`config.mk`:
```
export PLATFORM = sky130hd
export DESIGN_NAME = vector_minmax_stream_unit
export DESIGN_NICKNAME = d
export VERILOG_FILES = /design/src/rtl/dragonfang_pkg.sv /design/src/rtl/vector_minmax_stream_unit_lane64.sv /design/src/rtl/vector_minmax_stream_unit.sv
export SDC_FILE = /design/constraint.sdc
export NUM_CORES = 2
export LEC_CHECK = 0
export CORE_UTILIZATION = 35
export DETAILED_ROUTE_END_ITERATION = 10
export PLACE_DENSITY = 0.53
export SYNTH_ARGS = -nofsm -noshare
export SYNTH_HDL_FRONTEND = slang
export SYNTH_HIERARCHICAL = 1
export SYNTH_SLANG_ARGS = --single-unit
```
`constraint.sdc`:
```
create_clock -name clk -period 16.8 [get_ports clk]
set_input_delay 3.36 -clock clk [delete_from_list [all_inputs] [get_ports clk]]
set_output_delay 3.36 -clock clk [all_outputs]
set_load 0.01 [all_outputs]
```
`src/rtl/dragonfang_pkg.sv`:
```
// Shared types and helpers for the vector min/max stream unit.
package dragonfang_pkg;

  typedef enum logic [1:0] {
    MIN  = 2'b00,
    MINU = 2'b01,
    MAX  = 2'b10,
    MAXU = 2'b11
  } minmax_op_t;

  typedef enum logic [1:0] {
    SEW8  = 2'b00,
    SEW16 = 2'b01,
    SEW32 = 2'b10,
    SEW64 = 2'b11
  } sew_t;

  typedef enum logic {
    IDLE  = 1'b0,
    ACCUM = 1'b1
  } reduction_state_t;

  function automatic int unsigned sew_bits(input sew_t s);
    return 32'd8 << s;
  endfunction

  function automatic logic [63:0] low_mask64(input sew_t s);
    return (s == SEW64) ? '1 : ((64'd1 << sew_bits(s)) - 64'd1);
  endfunction

  // Signed compares flip the element sign bit so a single unsigned compare serves both.
  function automatic logic [63:0] pick(input logic [63:0] a, input logic [63:0] b,
                                       input int unsigned w, input minmax_op_t o);
    logic [63:0] m, sb, ka, kb;
    logic        take_a;
    m  = (w >= 64) ? '1 : ((64'd1 << w) - 64'd1);
    sb = (o == MIN || o == MAX) ? (64'd1 << (w - 1)) : 64'd0;
    ka = (a & m) ^ sb;
    kb = (b & m) ^ sb;
    take_a = (o == MIN || o == MINU) ? (ka < kb) : (ka > kb);
    return take_a ? (a & m) : (b & m);
  endfunction

endpackage

```
`src/rtl/vector_minmax_stream_unit_lane64.sv`:
```
// One 64-bit SIMD compare/select lane; ties select b_i.
module minmax_lane64
  import dragonfang_pkg::*;
(
  input  logic [63:0] a_i,
  input  logic [63:0] b_i,
  input  minmax_op_t  op_i,
  input  sew_t        sew_i,
  output logic [63:0] y_o
);

  always_comb begin
    y_o = '0;
    case (sew_i)
      SEW8:  for (int i = 0; i < 8; i++)
               y_o[i*8 +: 8] = 8'(pick(64'(a_i[i*8 +: 8]), 64'(b_i[i*8 +: 8]), 8, op_i));
      SEW16: for (int i = 0; i < 4; i++)
               y_o[i*16 +: 16] = 16'(pick(64'(a_i[i*16 +: 16]), 64'(b_i[i*16 +: 16]), 16, op_i));
      SEW32: for (int i = 0; i < 2; i++)
               y_o[i*32 +: 32] = 32'(pick(64'(a_i[i*32 +: 32]), 64'(b_i[i*32 +: 32]), 32, op_i));
      default: y_o = pick(a_i, b_i, 64, op_i);
    endcase
  end

endmodule

```
`src/rtl/vector_minmax_stream_unit.sv`:
```
// Two-stage vector min/max unit: element-wise ops and multi-beat reductions.
// Define VMINMAX_MASK_EN to add mask / vd_old ports (mask-undisturbed elements).
module vector_minmax_stream_unit
  import dragonfang_pkg::*;
#(
  parameter int DATA_WIDTH = 128
) (
  input  logic                    clk,
  input  logic                    reset,
  input  logic                    in_valid,
  output logic                    in_ready,
  input  logic [1:0]              op,
  input  logic [1:0]              sew,
  input  logic                    reduce,
  input  logic                    first,
  input  logic                    last,
  input  logic [DATA_WIDTH-1:0]   vs2,
  input  logic [DATA_WIDTH-1:0]   vs1,
`ifdef VMINMAX_MASK_EN
  input  logic [DATA_WIDTH/8-1:0] mask,
  input  logic [DATA_WIDTH-1:0]   vd_old,
`endif
  output logic                    out_valid,
  input  logic                    out_ready,
  output logic [DATA_WIDTH-1:0]   vd
);
  localparam int LANES64 = DATA_WIDTH / 64;

  reduction_state_t      state_q, state_d;
  minmax_op_t            red_op_q, op_e, op_p1_q;
  sew_t                  red_sew_q, sew_e, sew_p1_q;
  logic                  accept, beat_first, advance;
  logic                  vld_p1_q, red_p1_q, first_p1_q, last_p1_q;
  logic [DATA_WIDTH-1:0] data_p1_q, ew_vec, ew_final, red_src;
  logic [63:0]           seed_p1_q, tree_raw, tree_res, f32, f16, f8;
  logic                  vld_p2_q;
  logic [DATA_WIDTH-1:0] vd_p2_q;
  logic [63:0]           acc_p2_q, comb_base, comb_raw, comb_res;

  assign advance    = !vld_p2_q || out_ready;
  assign in_ready   = !vld_p1_q || advance;
  assign accept     = in_valid && in_ready;
  assign beat_first = reduce && (first || state_q == IDLE);
  // Continuation beats of a reduction follow the op/sew captured on its first beat.
  assign op_e  = (reduce && !beat_first) ? red_op_q  : minmax_op_t'(op);
  assign sew_e = (reduce && !beat_first) ? red_sew_q : sew_t'(sew);

  always_ff @(posedge clk) begin
    if (reset) state_q <= IDLE;
    else       state_q <= state_d;
  end

  always_comb begin
    state_d = state_q;
    if (accept && reduce) state_d = last ? IDLE : ACCUM;
  end

`ifdef VMINMAX_MASK_EN
  function automatic logic [DATA_WIDTH-1:0] expand_mask(input logic [DATA_WIDTH/8-1:0] m,
                                                        input sew_t s);
    logic [DATA_WIDTH-1:0] e;
    int unsigned           w;
    w = sew_bits(s);
    for (int unsigned b = 0; b < DATA_WIDTH; b++) e[b] = m[b / w];
    return e;
  endfunction

  // Neutral element per op, so masked-off elements cannot win the reduction.
  function automatic logic [DATA_WIDTH-1:0] identity_vec(input minmax_op_t o, input sew_t s);
    logic [DATA_WIDTH-1:0] v;
    int unsigned           w;
    w = sew_bits(s);
    for (int unsigned b = 0; b < DATA_WIDTH; b++) begin
      case (o)
        MINU:    v[b] = 1'b1;
        MAXU:    v[b] = 1'b0;
        MIN:     v[b] = ((b % w) != (w - 1));
        default: v[b] = ((b % w) == (w - 1));
      endcase
    end
    return v;
  endfunction

  logic [DATA_WIDTH-1:0] en_bits;
  assign en_bits  = expand_mask(mask, sew_e);
  assign red_src  = (vs2 & en_bits) | (identity_vec(op_e, sew_e) & ~en_bits);
  assign ew_final = (ew_vec & en_bits) | (vd_old & ~en_bits);
`else
  assign red_src  = vs2;
  assign ew_final = ew_vec;
`endif

  for (genvar l = 0; l < LANES64; l++) begin : g_lane
    logic [63:0] link;
    minmax_lane64 u_ew (.a_i(vs2[l*64 +: 64]), .b_i(vs1[l*64 +: 64]), .op_i(op_e),
                        .sew_i(sew_e), .y_o(ew_vec[l*64 +: 64]));
    if (l == 0) begin : g_head
      assign link = red_src[63:0];
    end else begin : g_link
      minmax_lane64 u_red (.a_i(g_lane[l-1].link), .b_i(red_src[l*64 +: 64]), .op_i(op_e),
                           .sew_i(sew_e), .y_o(link));
    end
  end

  // Fold the combined 64-bit word in halves until one element remains.
  minmax_lane64 u_f32 (.a_i(g_lane[LANES64-1].link), .b_i(g_lane[LANES64-1].link >> 32),
                       .op_i(op_e), .sew_i(sew_e), .y_o(f32));
  minmax_lane64 u_f16 (.a_i(f32), .b_i(f32 >> 16), .op_i(op_e), .sew_i(sew_e), .y_o(f16));
  minmax_lane64 u_f8  (.a_i(f16), .b_i(f16 >> 8),  .op_i(op_e), .sew_i(sew_e), .y_o(f8));

  always_comb begin
    case (sew_e)
      SEW64:   tree_raw = g_lane[LANES64-1].link;
      SEW32:   tree_raw = f32;
      SEW16:   tree_raw = f16;
      default: tree_raw = f8;
    endcase
    tree_res = tree_raw & low_mask64(sew_e);
  end

  // ---- Stage 1: lane results or per-beat reduction ----
  always_ff @(posedge clk) begin
    if (reset)         vld_p1_q <= 1'b0;
    else if (in_ready) vld_p1_q <= in_valid;
  end

  always_ff @(posedge clk) begin
    if (accept) begin
      data_p1_q  <= reduce ? DATA_WIDTH'(tree_res) : ew_final;
      red_p1_q   <= reduce;
      first_p1_q <= beat_first;
      last_p1_q  <= last;
      op_p1_q    <= op_e;
      sew_p1_q   <= sew_e;
      seed_p1_q  <= vs1[63:0] & low_mask64(sew_e);
      if (beat_first) begin
        red_op_q  <= op_e;
        red_sew_q <= sew_e;
      end
    end
  end

  // ---- Stage 2: accumulator merge and output register ----
  assign comb_base = first_p1_q ? seed_p1_q : acc_p2_q;
  minmax_lane64 u_comb (.a_i(comb_base), .b_i(data_p1_q[63:0]), .op_i(op_p1_q),
                        .sew_i(sew_p1_q), .y_o(comb_raw));
  assign comb_res = comb_raw & low_mask64(sew_p1_q);

  always_ff @(posedge clk) begin
    if (reset) begin
      vld_p2_q <= 1'b0;
      vd_p2_q  <= '0;
      acc_p2_q <= '0;
    end else if (advance) begin
      vld_p2_q <= vld_p1_q && (!red_p1_q || last_p1_q);
      if (vld_p1_q) begin
        if (red_p1_q) begin
          acc_p2_q <= comb_res;
          if (last_p1_q) vd_p2_q <= DATA_WIDTH'(comb_res);
        end else begin
          vd_p2_q <= data_p1_q;
        end
      end
    end
  end

  assign out_valid = vld_p2_q;
  assign vd        = vd_p2_q;

endmodule

```
== Word-level counts from Yosys, hierarchy flattened ==
Cells that the tools add are included.
W data, S select, Z words.
Word-level totals
  register bits: 398
  input port bits: 267
  output and inout bits: 130
  logic and storage cells: 615
Cells by class
  $add $sub $neg: 2
  order comparisons: 198
  eq/ne operators: 11
  shift operators: 4
  mux-type cells: 223
  bitwise operators: 138
  reduce and logical (&&, ||, !) cells: 24
Operators by type and width (number)
  $lt A64 B64 Y1: 85
  $gt A64 B64 Y1: 84
  $xor A8 B64 Y64: 49
  $xor A16 B64 Y64: 26
  $pmux W64 S3: 7
  $mux W64: 14
  $xor A32 B64 Y64: 11
  $gt A64 B8 Y1: 10
  $lt A64 B8 Y1: 10
  $xor A64 B64 Y64: 9
  $mux W8: 58
  $mux W32: 14
  $mux W16: 26
  $mux W128: 2
  $xor A32 B32 Y32: 7
  $and A64 B64 Y64: 3
  $xor A8 B8 Y8: 23
  $shl A1 B32 Y64 const A: 2
  $sub A64 B1 Y64 const B: 2
  $mux W1: 100
  $gt A32 B32 Y1: 3
  $lt A32 B32 Y1: 3
  $xor A16 B16 Y16: 6
  $gt A64 B16 Y1: 1
  17 further kinds: 45

== Longest topological paths before layout ==
  depth after elaboration: 32
  depth in mapped cells: 48
  depth with buffers taken out: 42

== Modules after synthesis ==
Netlist, hierarchy kept.
By module, submodules not included
  minmax_lane64: instances 7, cells each 442, area an instance 3427.0 sq um, seq. area each 0.0 sq um
  vector_minmax_stream_unit: instances 1, cells each 1516, area an instance 16723.5 sq um, seq. area each 9999.6 sq um

== Least setup slack after synthesis ==
OpenSTA, ideal clock, no wires.
  path kind: in2reg
  start: input reduce
  end: register data_p1_q[0] (data pin)
  library setup time: 301 ps
  arrival time: 14023 ps
  data required time: 16499 ps
  setup slack: 2476 ps
  cell stages on the path: 43
  path buffers: 3
  path through: buf_6 nand3b_4 buf_2 mux2_2 nand2b_1 o221ai_1 o211ai_1 a21oi_1 nand3_1 o211ai_4 o21ba_2 buf_4 mux2_2 inv_1 ha_1 a211o_1 a21oi_1 o221ai_1 [... 7 more ...] a21oi_1 o221ai_1 a2111oi_2 a21bo_2 o211ai_4 a211oi_4 mux2_2 ha_1 nand4_1 or3_1 a211o_1 a31o_2 a21oi_2 o211ai_4 a211oi_4 mux2_2 nor2_1 a2111oi_0
On the way
  word-level cells in the longest chain between the ends: 30
  elaborated cells on any way between the ends: 306
  those cells by class: add/sub (1); order compare (102); eq/ne (5); shift (2); mux (116); bitwise (73); reduce/logical (7)
Ends and longest elaborated chain
  start, declared: line vector_minmax_stream_unit.sv:14  | input logic reduce,
  $logic_and A1 B1 Y1: line vector_minmax_stream_unit.sv:43  | assign beat_first = reduce && (first || state_q == IDLE);
  $logic_not A1 Y1: line vector_minmax_stream_unit.sv:45  | assign op_e = (reduce && !beat_first) ? red_op_q : minmax_op_t'(op);
  $logic_and A1 B1 Y1 (*): line vector_minmax_stream_unit.sv:45
  $mux W2 (*): line vector_minmax_stream_unit.sv:45
  via op_e[0]: line vector_minmax_stream_unit.sv:30  | minmax_op_t red_op_q, op_e, op_p1_q;
  $eq A2 B2 Y1 / $logic_not A2 Y1 (equally long branches): line dragonfang_pkg.sv:37, dragonfang_pkg.sv:40
  $logic_or A1 B1 Y1: line dragonfang_pkg.sv:37  | sb = (o == MIN || o == MAX) ? (64'd1 << (w - 1)) : 64'd0;
  $mux W64 (tied with other cells): line dragonfang_pkg.sv:37
  [... 5 more ...]
  via g_lane[1].link[53]: line vector_minmax_stream_unit.sv:94  | logic [63:0] link;
  [... 5 more ...]
  via f32[21]: line vector_minmax_stream_unit.sv:35  | logic [63:0] seed_p1_q, tree_raw, tree_res, f32, f16, f8;
  [... 5 more ...]
  via f16[15]: line vector_minmax_stream_unit.sv:35
  [... 1 more ...]
  $gt A64 B64 Y1 (tied with other cells): line dragonfang_pkg.sv:40  | take_a = (o == MIN || o == MINU) ? (ka < kb) : (ka > kb);
  $mux W1: line dragonfang_pkg.sv:40
  $mux W64 / $mux W8 (equally long branches): line dragonfang_pkg.sv:41  | return take_a ? (a & m) : (b & m);
  $mux W64 (*)
  via f8[0]: line vector_minmax_stream_unit.sv:35
  $pmux W64 S3 (*): line vector_minmax_stream_unit.sv:112  | case (sew_e)
  $and A64 B64 Y64 (*): line vector_minmax_stream_unit.sv:118  | tree_res = tree_raw & low_mask64(sew_e);
  $mux W64 (*): line vector_minmax_stream_unit.sv:129  | data_p1_q <= reduce ? DATA_WIDTH'(tree_res) : ew_final;
  end signal, assigned: line vector_minmax_stream_unit.sv:129
  end, declared: line vector_minmax_stream_unit.sv:34  | logic [DATA_WIDTH-1:0] data_p1_q, ew_vec, ew_final, red_src;
Mark *: on every way through the listed nets, which the timed path passes. The rest lies on a longest branch.
A chain may end at the register's enable or synchronous reset.

== Worst setup path in the final report ==
  start: input vs2[77]
  end: register data_p1_q[0] (data pin)
On the way
  word-level cells in the longest chain between the ends: 23
  elaborated cells on any way between the ends: 193
  those cells by class: order compare (72); mux (78); bitwise (43)
Ends and longest elaborated chain
  start, declared: line vector_minmax_stream_unit.sv:17  | input logic [DATA_WIDTH-1:0] vs2,
  $xor A64 B64 Y64 (tied with other cells): line dragonfang_pkg.sv:39  | kb = (b & m) ^ sb;
  $gt A64 B64 Y1 / $lt A64 B64 Y1 (equally long branches): line dragonfang_pkg.sv:40
  $mux W1: line dragonfang_pkg.sv:40
  $mux W64 (tied with other cells): line dragonfang_pkg.sv:41
  $pmux W64 S3 (*): line vector_minmax_stream_unit_lane64.sv:14  | case (sew_i)
  via g_lane[1].link[15]: line vector_minmax_stream_unit.sv:94
  $xor A64 B64 Y64 / $xor A32 B64 Y64 (equally long branches): line dragonfang_pkg.sv:38  | ka = (a & m) ^ sb;
  $gt A64 B64 Y1 / $lt A64 B64 Y1 (equally long branches): line dragonfang_pkg.sv:40
  [... 3 more ...]
  via f32[31]: line vector_minmax_stream_unit.sv:35
  [... 5 more ...]
  via f16[31]: line vector_minmax_stream_unit.sv:35
  [... 1 more ...]
  $gt A64 B64 Y1 / $lt A64 B64 Y1 (equally long branches): line dragonfang_pkg.sv:40
  $mux W1 (*): line dragonfang_pkg.sv:40
  $mux W64 (*): line dragonfang_pkg.sv:41
  $mux W64 (*)
  via f8[0]: line vector_minmax_stream_unit.sv:35
  $pmux W64 S3 (*): line vector_minmax_stream_unit.sv:112
  $and A64 B64 Y64 (*): line vector_minmax_stream_unit.sv:118
  $mux W64 (*): line vector_minmax_stream_unit.sv:129
Marks and branches as above.

==> out/qor.yml <==
run_status:
  outcome: "finished, final reports clean"
timing:
  tightestPinTransition_ps: 1170
  rsz0062_at_grt: "false"
  finClkSkew_ps: 25.4
  setup_tns_ps: 0
  drv_slew: 0
  finalSetupViolCount: 0
  hold_violations: 0
  period_share_pct: 95.1
  period_minus_slack_ps: 15980
  maxSlewHeadroom_pct: 22.0
  setup_ws_ps: 820
  timing.fmax_mhz: 62.6
critical_path:
  crit_arrival_ps: 16350
  endpoint_kind: "flip-flop"
  critPathRequiredTime_ps: 17170
  start_kind: "input pin"
  path_class: "in -> reg"
  cp_slowest_cell: "clkdlybuf4s50_1"
  cp_top_family: "compound AO/OA/AOI/OAI gates"
  cpPeakStageDelay_ps: 750
  crit_fanout: 9
  path_buf_inv: 4
clock_tree:
  cts.repair.resized: 0
  clockBufferDepth: 3
  post_cts_buffers: 0
  root_buffer: "clkbuf_16"
  cts.sinks: 398
  cts_tree: "yes"
  hold_buffers: 0
  htree_levels: 2
  numCtsBuffers: 48
  clk_pin_slew_ps: 60
  clk_latency_ps: 610
global_routing:
  grt_start_max_net_pins: 83
  grt-ovfl-total: 0
  antenna_found_initial: 21
  grt_first_pass_wirelength_um: 237000
  grt_pass1_vias: 35000
  grt_usage_pct: 28.2
finish:
  final_layout_size_suffix_gt1_share_pct: 15.0
  register_area_sq_um: 10000
  final_common_cell: "inv_1"
  fin_nets: 5704
  area_growth_pct: 20.4
  finalInstanceArea_sq_um: 47500
  multi_input_area_sq_um: 27000
  nFillCells: 11200
  layout_common_cells: "546 x inv_1, 490 x ha_1, 407 x mux2_2"
yosys:
  synth_area_sq_um: 39400
  syn_area_per_cell_sq_um: 8.83
  ys_warn_count: 6
  synthCells: 4464
floorplan:
  dieArea_sq_um: 114000
  die_x_um: 338
  core_sq_um: 111000
  io_pins: 397
  die_h_um: 338
  floorplan.initialDensity_pct: 35.5
  rows: 122
route:
  drc: 0
  ant_nets: 0
  vias: 36800
  wirelength_um: 165000
  routedWlPerCell_um: 25.4
  drt_iter0_drc: 3096
  drtPass1Iterations: 6
  via_per_inst: 5.66
hold_path:
  hp-class: "reg -> reg"
place:
  dp_hpwl_um: 133000
  post-place-ws_ps: 519
  routabilityCongestion: 0.982
  port_buffers: 396
  place_area_sq_um: 45800
pwr:
  vdd_drop_max_mv: 0.0692
  p_leak_nw: 19.9
  p_per_area_nw_per_um2: 89.7
flow_run:
  max_cap_viol_count: 0
worst register-to-register path: cells and delay by family, from the launching register on:
kind | cells | cell delay [ps]
compound gates | 19 | 5650
fa+ha+maj | 3 | 990
buf+inv | 3 | 440
flops | 1 | 450
mux | 5 | 2130
simple gates | 11 | 2800
final timing paths:
path         cells after the start  slack, ps                         to                      start
max                             41        820     data_p1_q[0]$_DFFE_PP_                    vs2[77]
max reg2reg                     41       4080     data_p1_q[0]$_DFFE_PP_       state_q$_SDFFE_PP0P_
min                              2        450  acc_p2_q[11]$_SDFFE_PP0P_  acc_p2_q[11]$_SDFFE_PP0P_
min reg2reg                      2        450  acc_p2_q[11]$_SDFFE_PP0P_  acc_p2_q[11]$_SDFFE_PP0P_
metal layers:
| metal | GRT usage [%] | share of wire [%] | vias up |
|---|---|---|---|
| li1 | - | - | 17300 |
| met1 | 37.2 | 43 | 17800 |
| met2 | 46.7 | 46 | 1309 |
| met3 | 3.10 | 6.0 | 283 |
| met4 | 11.6 | 4.3 | 10 |
| met5 | 0 | 0.042 | - |
area by class of cell:
cell class	count	area share [%]
diodes	16	0.0844
clock buffers	66	2.96
clock inverters	23	0.461
inverters	562	4.45
multi-input cells	3436	56.9
flip-flops and latches	398	21.1
well taps	1488	3.92
repair buffers	501	10.1
power by group:
group / internal [W] / switching, W
Combinational: 0.000848 / 0.00120
Clock: 0.000632 / 0.000443
Sequential: 0.00110 / 0.0000372
Total: 0.00258 / 0.00168
stage by stage:
stage	hold slack [ps]	total power, W	cells	util [%]
floorplan	434	0.00246	4578	-
global placement	440	0.00316	6385	41.2
detailed placement	445	0.00316	6385	41.2
CTS	454	0.00425	6474	42.7
global route	467	0.00449	6488	42.7
finish	453	0.00426	6490	42.7
state kept, by name, indices dropped and copies added (netlist names):
signal / cells
acc_p2_q: 64
data_p1_q: 128
first_p1_q: 1
last_p1_q: 1
op_p1_q: 2
out_valid: 1
red_op_q: 2
red_p1_q: 1
red_sew_q: 2
seed_p1_q: 64
sew_p1_q: 2
state_q: 1
vd: 128
vld_p1_q: 1
Note: power is estimated with default switching activity, not from simulation.
